## src/rtl/operand_sequencer.sv

```systemverilog
// operand_sequencer: latches one A row and one B column on start, then steps a
// shared element index through them under a valid/ready handshake toward the
// downstream MAC, and pulses done once the last pair has been accepted.
module operand_sequencer #(
  parameter int WIDTH      = 32,
  parameter int NUM_INPUTS = 2
) (
  input  logic                        clk,
  input  logic                        rst_n,
  input  logic                        start,
  input  logic [NUM_INPUTS*WIDTH-1:0] row_in,
  input  logic [NUM_INPUTS*WIDTH-1:0] col_in,
  output logic [NUM_INPUTS*WIDTH-1:0] row_bus,
  output logic [NUM_INPUTS*WIDTH-1:0] col_bus,
  output logic [NUM_INPUTS-1:0]       sel,
  output logic                        valid,
  input  logic                        ready,
  output logic                        last,
  output logic                        busy,
  output logic                        done
);

  localparam int BUS_W = NUM_INPUTS * WIDTH;
  // Index of the final element; fits in NUM_INPUTS bits for any NUM_INPUTS >= 1.
  localparam logic [NUM_INPUTS-1:0] LAST_IDX = NUM_INPUTS'(NUM_INPUTS - 1);

  typedef enum logic [1:0] {
    IDLE   = 2'd0,
    STREAM = 2'd1,
    DONE   = 2'd2
  } state_t;

  state_t                  state_reg, state_next;
  logic [BUS_W-1:0]        row_reg, row_next;
  logic [BUS_W-1:0]        col_reg, col_next;
  logic [NUM_INPUTS-1:0]   sel_reg, sel_next;
  logic                    valid_reg, valid_next;
  logic                    last_reg, last_next;
  logic                    done_reg, done_next;
  logic [NUM_INPUTS-1:0]   sel_inc;

  assign sel_inc = sel_reg + NUM_INPUTS'(1);

  // State and output registers; reset clears everything without waiting for a clock.
  always_ff @(posedge clk or negedge rst_n) begin
    if (!rst_n) begin
      state_reg <= IDLE;
      row_reg   <= '0;
      col_reg   <= '0;
      sel_reg   <= '0;
      valid_reg <= 1'b0;
      last_reg  <= 1'b0;
      done_reg  <= 1'b0;
    end else begin
      state_reg <= state_next;
      row_reg   <= row_next;
      col_reg   <= col_next;
      sel_reg   <= sel_next;
      valid_reg <= valid_next;
      last_reg  <= last_next;
      done_reg  <= done_next;
    end
  end

  // Next-state logic: everything holds unless a start, a transfer or the DONE exit changes it.
  always_comb begin
    state_next = state_reg;
    row_next   = row_reg;
    col_next   = col_reg;
    sel_next   = sel_reg;
    valid_next = valid_reg;
    last_next  = last_reg;
    done_next  = 1'b0;
    case (state_reg)
      IDLE: begin
        if (start) begin
          row_next   = row_in;
          col_next   = col_in;
          sel_next   = '0;
          valid_next = 1'b1;
          last_next  = (NUM_INPUTS == 1);
          state_next = STREAM;
        end
      end
      STREAM: begin
        if (valid_reg && ready) begin
          if (last_reg) begin
            sel_next   = '0;
            valid_next = 1'b0;
            last_next  = 1'b0;
            done_next  = 1'b1;
            state_next = DONE;
          end else begin
            sel_next  = sel_inc;
            last_next = (sel_inc == LAST_IDX);
          end
        end
      end
      DONE: begin
        state_next = IDLE;
      end
      default: begin
        state_next = IDLE;
      end
    endcase
  end

  assign row_bus = row_reg;
  assign col_bus = col_reg;
  assign sel     = sel_reg;
  assign valid   = valid_reg;
  assign last    = last_reg;
  assign done    = done_reg;
  assign busy    = (state_reg != IDLE);

endmodule
```

## config.mk

```make
export PLATFORM = sky130hd
export DESIGN_NAME = operand_sequencer
export DESIGN_NICKNAME = d
export VERILOG_FILES = /design/src/rtl/operand_sequencer.sv
export SDC_FILE = /design/constraint.sdc
export NUM_CORES = 1
export LEC_CHECK = 0
export CORE_UTILIZATION = 43
export CTS_CLUSTER_SIZE = 14
export DETAILED_ROUTE_END_ITERATION = 10
export PLACE_DENSITY = 0.94
export SLEW_MARGIN = 20
export SYNTH_ARGS = -nofsm -noshare
export SYNTH_HDL_FRONTEND = slang
export SYNTH_SLANG_ARGS = --single-unit
```

## constraint.sdc

```tcl
create_clock -name clk -period 4.1 [get_ports clk]
set_clock_uncertainty 0.15 [all_clocks]
set_input_delay 0.82 -clock clk [delete_from_list [all_inputs] [get_ports clk]]
set_output_delay 0.82 -clock clk [all_outputs]
set_load 0.02 [all_outputs]
```

; After elaboration in Yosys (flattened, before gate mapping)
; Index checks and enable logic that the tools add are counted.
[classes]
bitwise = 0
n_eq_ne = 5
add_sub_neg = 1
shift = 0
mul = 0
mux = 19
reduce_logical = 8
div_mod_pow = 0
n_lt_le_gt_ge = 0
[op_table]
columns = operator, count
row1 = two-way mux 2 bit, 6
row2 = two-way mux 1 bit, 9
row3 = one-hot mux 2 bit (2 select lines), 2
row4 = inequality test 2 bit (second input constant), 3
row5 = AND reduction 3 bit, 2
row6 = equality test 2 x 1 -> 1 bit (second input constant), 2
row7 = one-hot mux 1 bit (2 select lines), 2
row8 = AND reduction 4 bit, 1
row9 = nonzero test 2 bit, 2
row10 = adder 2 x 1 -> 2 bit (second input constant), 1
row11 = zero test 2 bit, 1
row12 = AND reduction 2 bit, 1
row13 = logical AND 1 bit, 1
[word_totals]
mem_bits_ro = 0
word_cells = 40
input_bits = 132
output_inout_bits = 134
reg_bits = 135
ramBits = 0
latch_bits = 0
n_memories = 0

; Longest topological paths before layout
[depth]
ltp_word = 5
mapped_depth = 5
ltp_nobuf = 4

; Worst setup path after synthesis
; Ideal clock, no wire load.
[synth_timing]
path_type = input-to-reg
startpoint = in start
endpoint = reg row_reg[17], in the netlist row_bus[17]
path_buffers = 2
setup_ps = 125
t_arrival_ps = 1673
t_required_ps = 3825
cell_stages = 4
path_slack_ps = 2152
path_cell_list = nor3b_4 > buf_4 > buf_6 > mux2_2
[synth_via]
elab_chain_len = 1
[synth_lines]
columns = element, line
row1 = from (decl), 10  ; input logic start,
row2 = AND reduction 2 bit (no line), n/a
row3 = to (signal assigned), 56  ; row_reg <= row_next;
row4 = to (decl), 34  ; logic [BUS_W-1:0] row_reg, row_next;
; No other way between the ends.
; A chain may end at the register's enable or synchronous reset.

; Worst setup path after layout
[layout_timing]
startpoint = reg state_reg[1]
endpoint = out busy
[layout_via]
elab_chain_len = 1
[layout_lines]
columns = element, line
row1 = from (decl), 33  ; state_t state_reg, state_next;
row2 = from (signal assigned), 55  ; state_reg <= state_next;
row3 = nonzero test 2 bit, 114  ; assign busy = (state_reg != IDLE);
row4 = to (decl), 19  ; output logic busy,
; No other way between the ends.

==> impl_metrics.env <==
export IMPL_status="finished with violations"
export IMPL_violations="DRC"
export IMPL_p_per_area_nw_per_um2=486.3
export IMPL_tightest_slew_ps=725.4
export IMPL_synth_xor_area_frac=0
export IMPL_clk_insertion_delay_late_ps=410
export IMPL_clock_sink_count=135
export IMPL_globalplace_congestion=0.7281
export IMPL_fp_dieW_um=111.4
export IMPL_cp_required_ps=3130
export IMPL_min_period_over_period=0.6737
export IMPL_rr_worst_depth=4
export IMPL_critPathLaunchType="flip-flop"
export IMPL_hp_class="input port to asynchronous set/reset pin"
export IMPL_antenna_found_initial=0
export IMPL_ioPinCount=266
export IMPL_synthAdderAreaFrac=0.002433
export IMPL_dieArea_um2=12400
export IMPL_clk_path_buf_depth=2
export IMPL_met1_length_um=4474
export IMPL_die_y_um=111.4
export IMPL_cts_hold_buf=0
export IMPL_synth_area_leaders="dfrtp_1 (66%), mux2_2 (28%), buf_6 (2.8%), mux2i_1 (0.39%), nor3b_4 (0.36%)"
export IMPL_crit_path_end_kind="output port"
export IMPL_synth_seq_cells=135
export IMPL_hpwl_um=9591
export IMPL_wl_met2_um=7144
export IMPL_grt_pass1_vias=4026
export IMPL_wire_per_inst_um=17.88
export IMPL_layout_common_cells="clkdlybuf4s50_1 (264), dfrtp_1 (135), mux2_2 (129), clkbuf_16 (17), clkinv_2 (10)"
export IMPL_fin_ws_ps=1338
export IMPL_grt_max_degree=72
export IMPL_relSlewSlack=0.5164
export IMPL_grt_pass1_wl_um=20830
export IMPL_synthMuxAreaShare=0.2864
export IMPL_vias_per_cell=4.903
export IMPL_drv_cap=0
export IMPL_synthCells=301
export IMPL_finalMaxSlewViolations=0
export IMPL_highest_layer="met4"
export IMPL_syn_nets=434
export IMPL_drcViolationCount=36
export IMPL_cts_tree="done"
export IMPL_rsz0062_at_grt="no"
export IMPL_ctsResizeCount=0
export IMPL_grt_overflow=0
export IMPL_finalHoldViolCount=0
export IMPL_p_total_w=0.004078
export IMPL_met3_length_um=1078
export IMPL_pre_cts_ws_ps=1096
export IMPL_syn_cell_area_um2=5142
export IMPL_syn_to_final_growth_pct=63.07
export IMPL_final_util=0.7282
export IMPL_synth_top_area_frac=0.6569
export IMPL_drive_gt1_frac=0.2828
export IMPL_path_clk_slew_ps=50
export IMPL_grt_usage=0.2215
export IMPL_vias=3579
export IMPL_portBuffers=265
export IMPL_start_util=0.4465
export IMPL_synth_avg_cell_area_um2=17.08
export IMPL_nets=707
export IMPL_num_rows=39
export IMPL_synth_cell_types=21
export IMPL_min_period_ps=2762
export IMPL_coreArea_um2=11520
export IMPL_yosysSeqAreaShare=0.6569
export IMPL_fmax_mhz=362.1
export IMPL_routed_wl_um=13060
export IMPL_drtAntennaViolNets=0
export IMPL_diodes=0
export IMPL_drtPass1Iterations=8
export IMPL_root_buffer="clkbuf_16"
export IMPL_critPathKind="flip-flop to output port"
export IMPL_final_common_cell="clkdlybuf4s50_1"
export IMPL_fin_setup_tns_ps=0
export IMPL_cts_buffers=17
export IMPL_fillers=736
export IMPL_synth_compound_area_share=0.005839
export IMPL_cts_htree_levels=4
export IMPL_path_max_fanout=9
export IMPL_synth_largest_area_cell="dfrtp_1"
export IMPL_p_leak_nw=3.566
export IMPL_arrival_ps=1790
export IMPL_yosys_area_share_simple=0.01533
export IMPL_drtIter0Drc=151
export IMPL_post_cts_buffers=0
export IMPL_ys_warn_count=0
export IMPL_synth_top_family_by_area="multiplexers"
export IMPL_ir_drop_v=0.0003896
export IMPL_setup_violations=0
==> critical path, stage by stage, from the launching register on <==
cell             delay (ps)
dfrtp_1                 480
or2_2                   340
clkdlybuf4s50_1         550
==> layer usage <==
layer  vias up  track usage
li1       1607            -
met1      1772       0.2236
met2       170       0.4050
met3        30      0.08111
met4         0       0.1027
met5         -            0
==> path summary, 6_finish.rpt <==
path	start	endpoint	slack, ps
min in group clk	col_bus[14]$_DFFE_PN0P_	col_bus[14]$_DFFE_PN0P_	350
worst min register to register	col_bus[14]$_DFFE_PN0P_	col_bus[14]$_DFFE_PN0P_	350
worst max-delay path	state_reg[1]$_DFFE_PN0P_	busy	1340
max in group asynchronous	rst_n	col_bus[11]$_DFFE_PN0P_	2680
worst max register to register	state_reg[1]$_DFFE_PN0P_	sel[0]$_DFFE_PN0P_	1930
worst min-delay path	rst_n	row_bus[46]$_DFFE_PN0P_	210
==> through the flow <==
| stage | hold WS [ps] | std cells | instance area, um^2 |
|---|---|---|---|
| 2_1_floorplan | 374.4 | 301 | 5142 |
| 3_3_place_gp | 338.4 | 698 | 7868 |
| 3_5_place_dp | 344.2 | 698 | 7868 |
| 4_1_cts | 217.9 | 730 | 8386 |
| 5_1_grt | 238.9 | 730 | 8386 |
| 6_report | 213.9 | 730 | 8386 |
==> final cells by class <==
| cell class | instances | area (um^2) | share of cell area |
|---|---|---|---|
| sequential | 135 | 3378 | 0.4029 |
| timing repair buffer | 269 | 2705 | 0.3226 |
| multi-input combinational | 148 | 1594 | 0.1901 |
| clock buffer | 21 | 460.4 | 0.05491 |
| tap | 143 | 178.9 | 0.02134 |
| clock inverter | 11 | 57.56 | 0.006864 |
| inverter | 3 | 11.26 | 0.001343 |
==> synthesized netlist by cell type <==
library cell,instances
mux2_2,129
nand3_1,1
ha_1,1
a31oi_1,1
buf_2,1
buf_6,13
a22o_1,1
nor3b_1,2
nor4b_1,1
dfrtp_1,135
buf_4,1
mux2i_1,2
nand2_1,2
nand3b_1,1
a21oi_1,2
inv_1,3
or2_2,1
o21ai_0,1
nor2b_1,1
nor3b_4,1
nor2_1,1
==> kinds of logic after synthesis <==
family | after synthesis
fa+ha+maj | 1
buf+inv | 18
flops | 135
simple gates | 11
compound gates | 5
mux | 131
==> power by group <==
part	switching (W)	total [W]	leakage, nW	internal (W)
sequential	0.000115	0.00166	1.67	0.00154
combinational	0.000479	0.00109	1.63	0.000612
clock	0.000537	0.00133	0.265	0.000791
No activity file was read; power rests on OpenSTA's default activity.
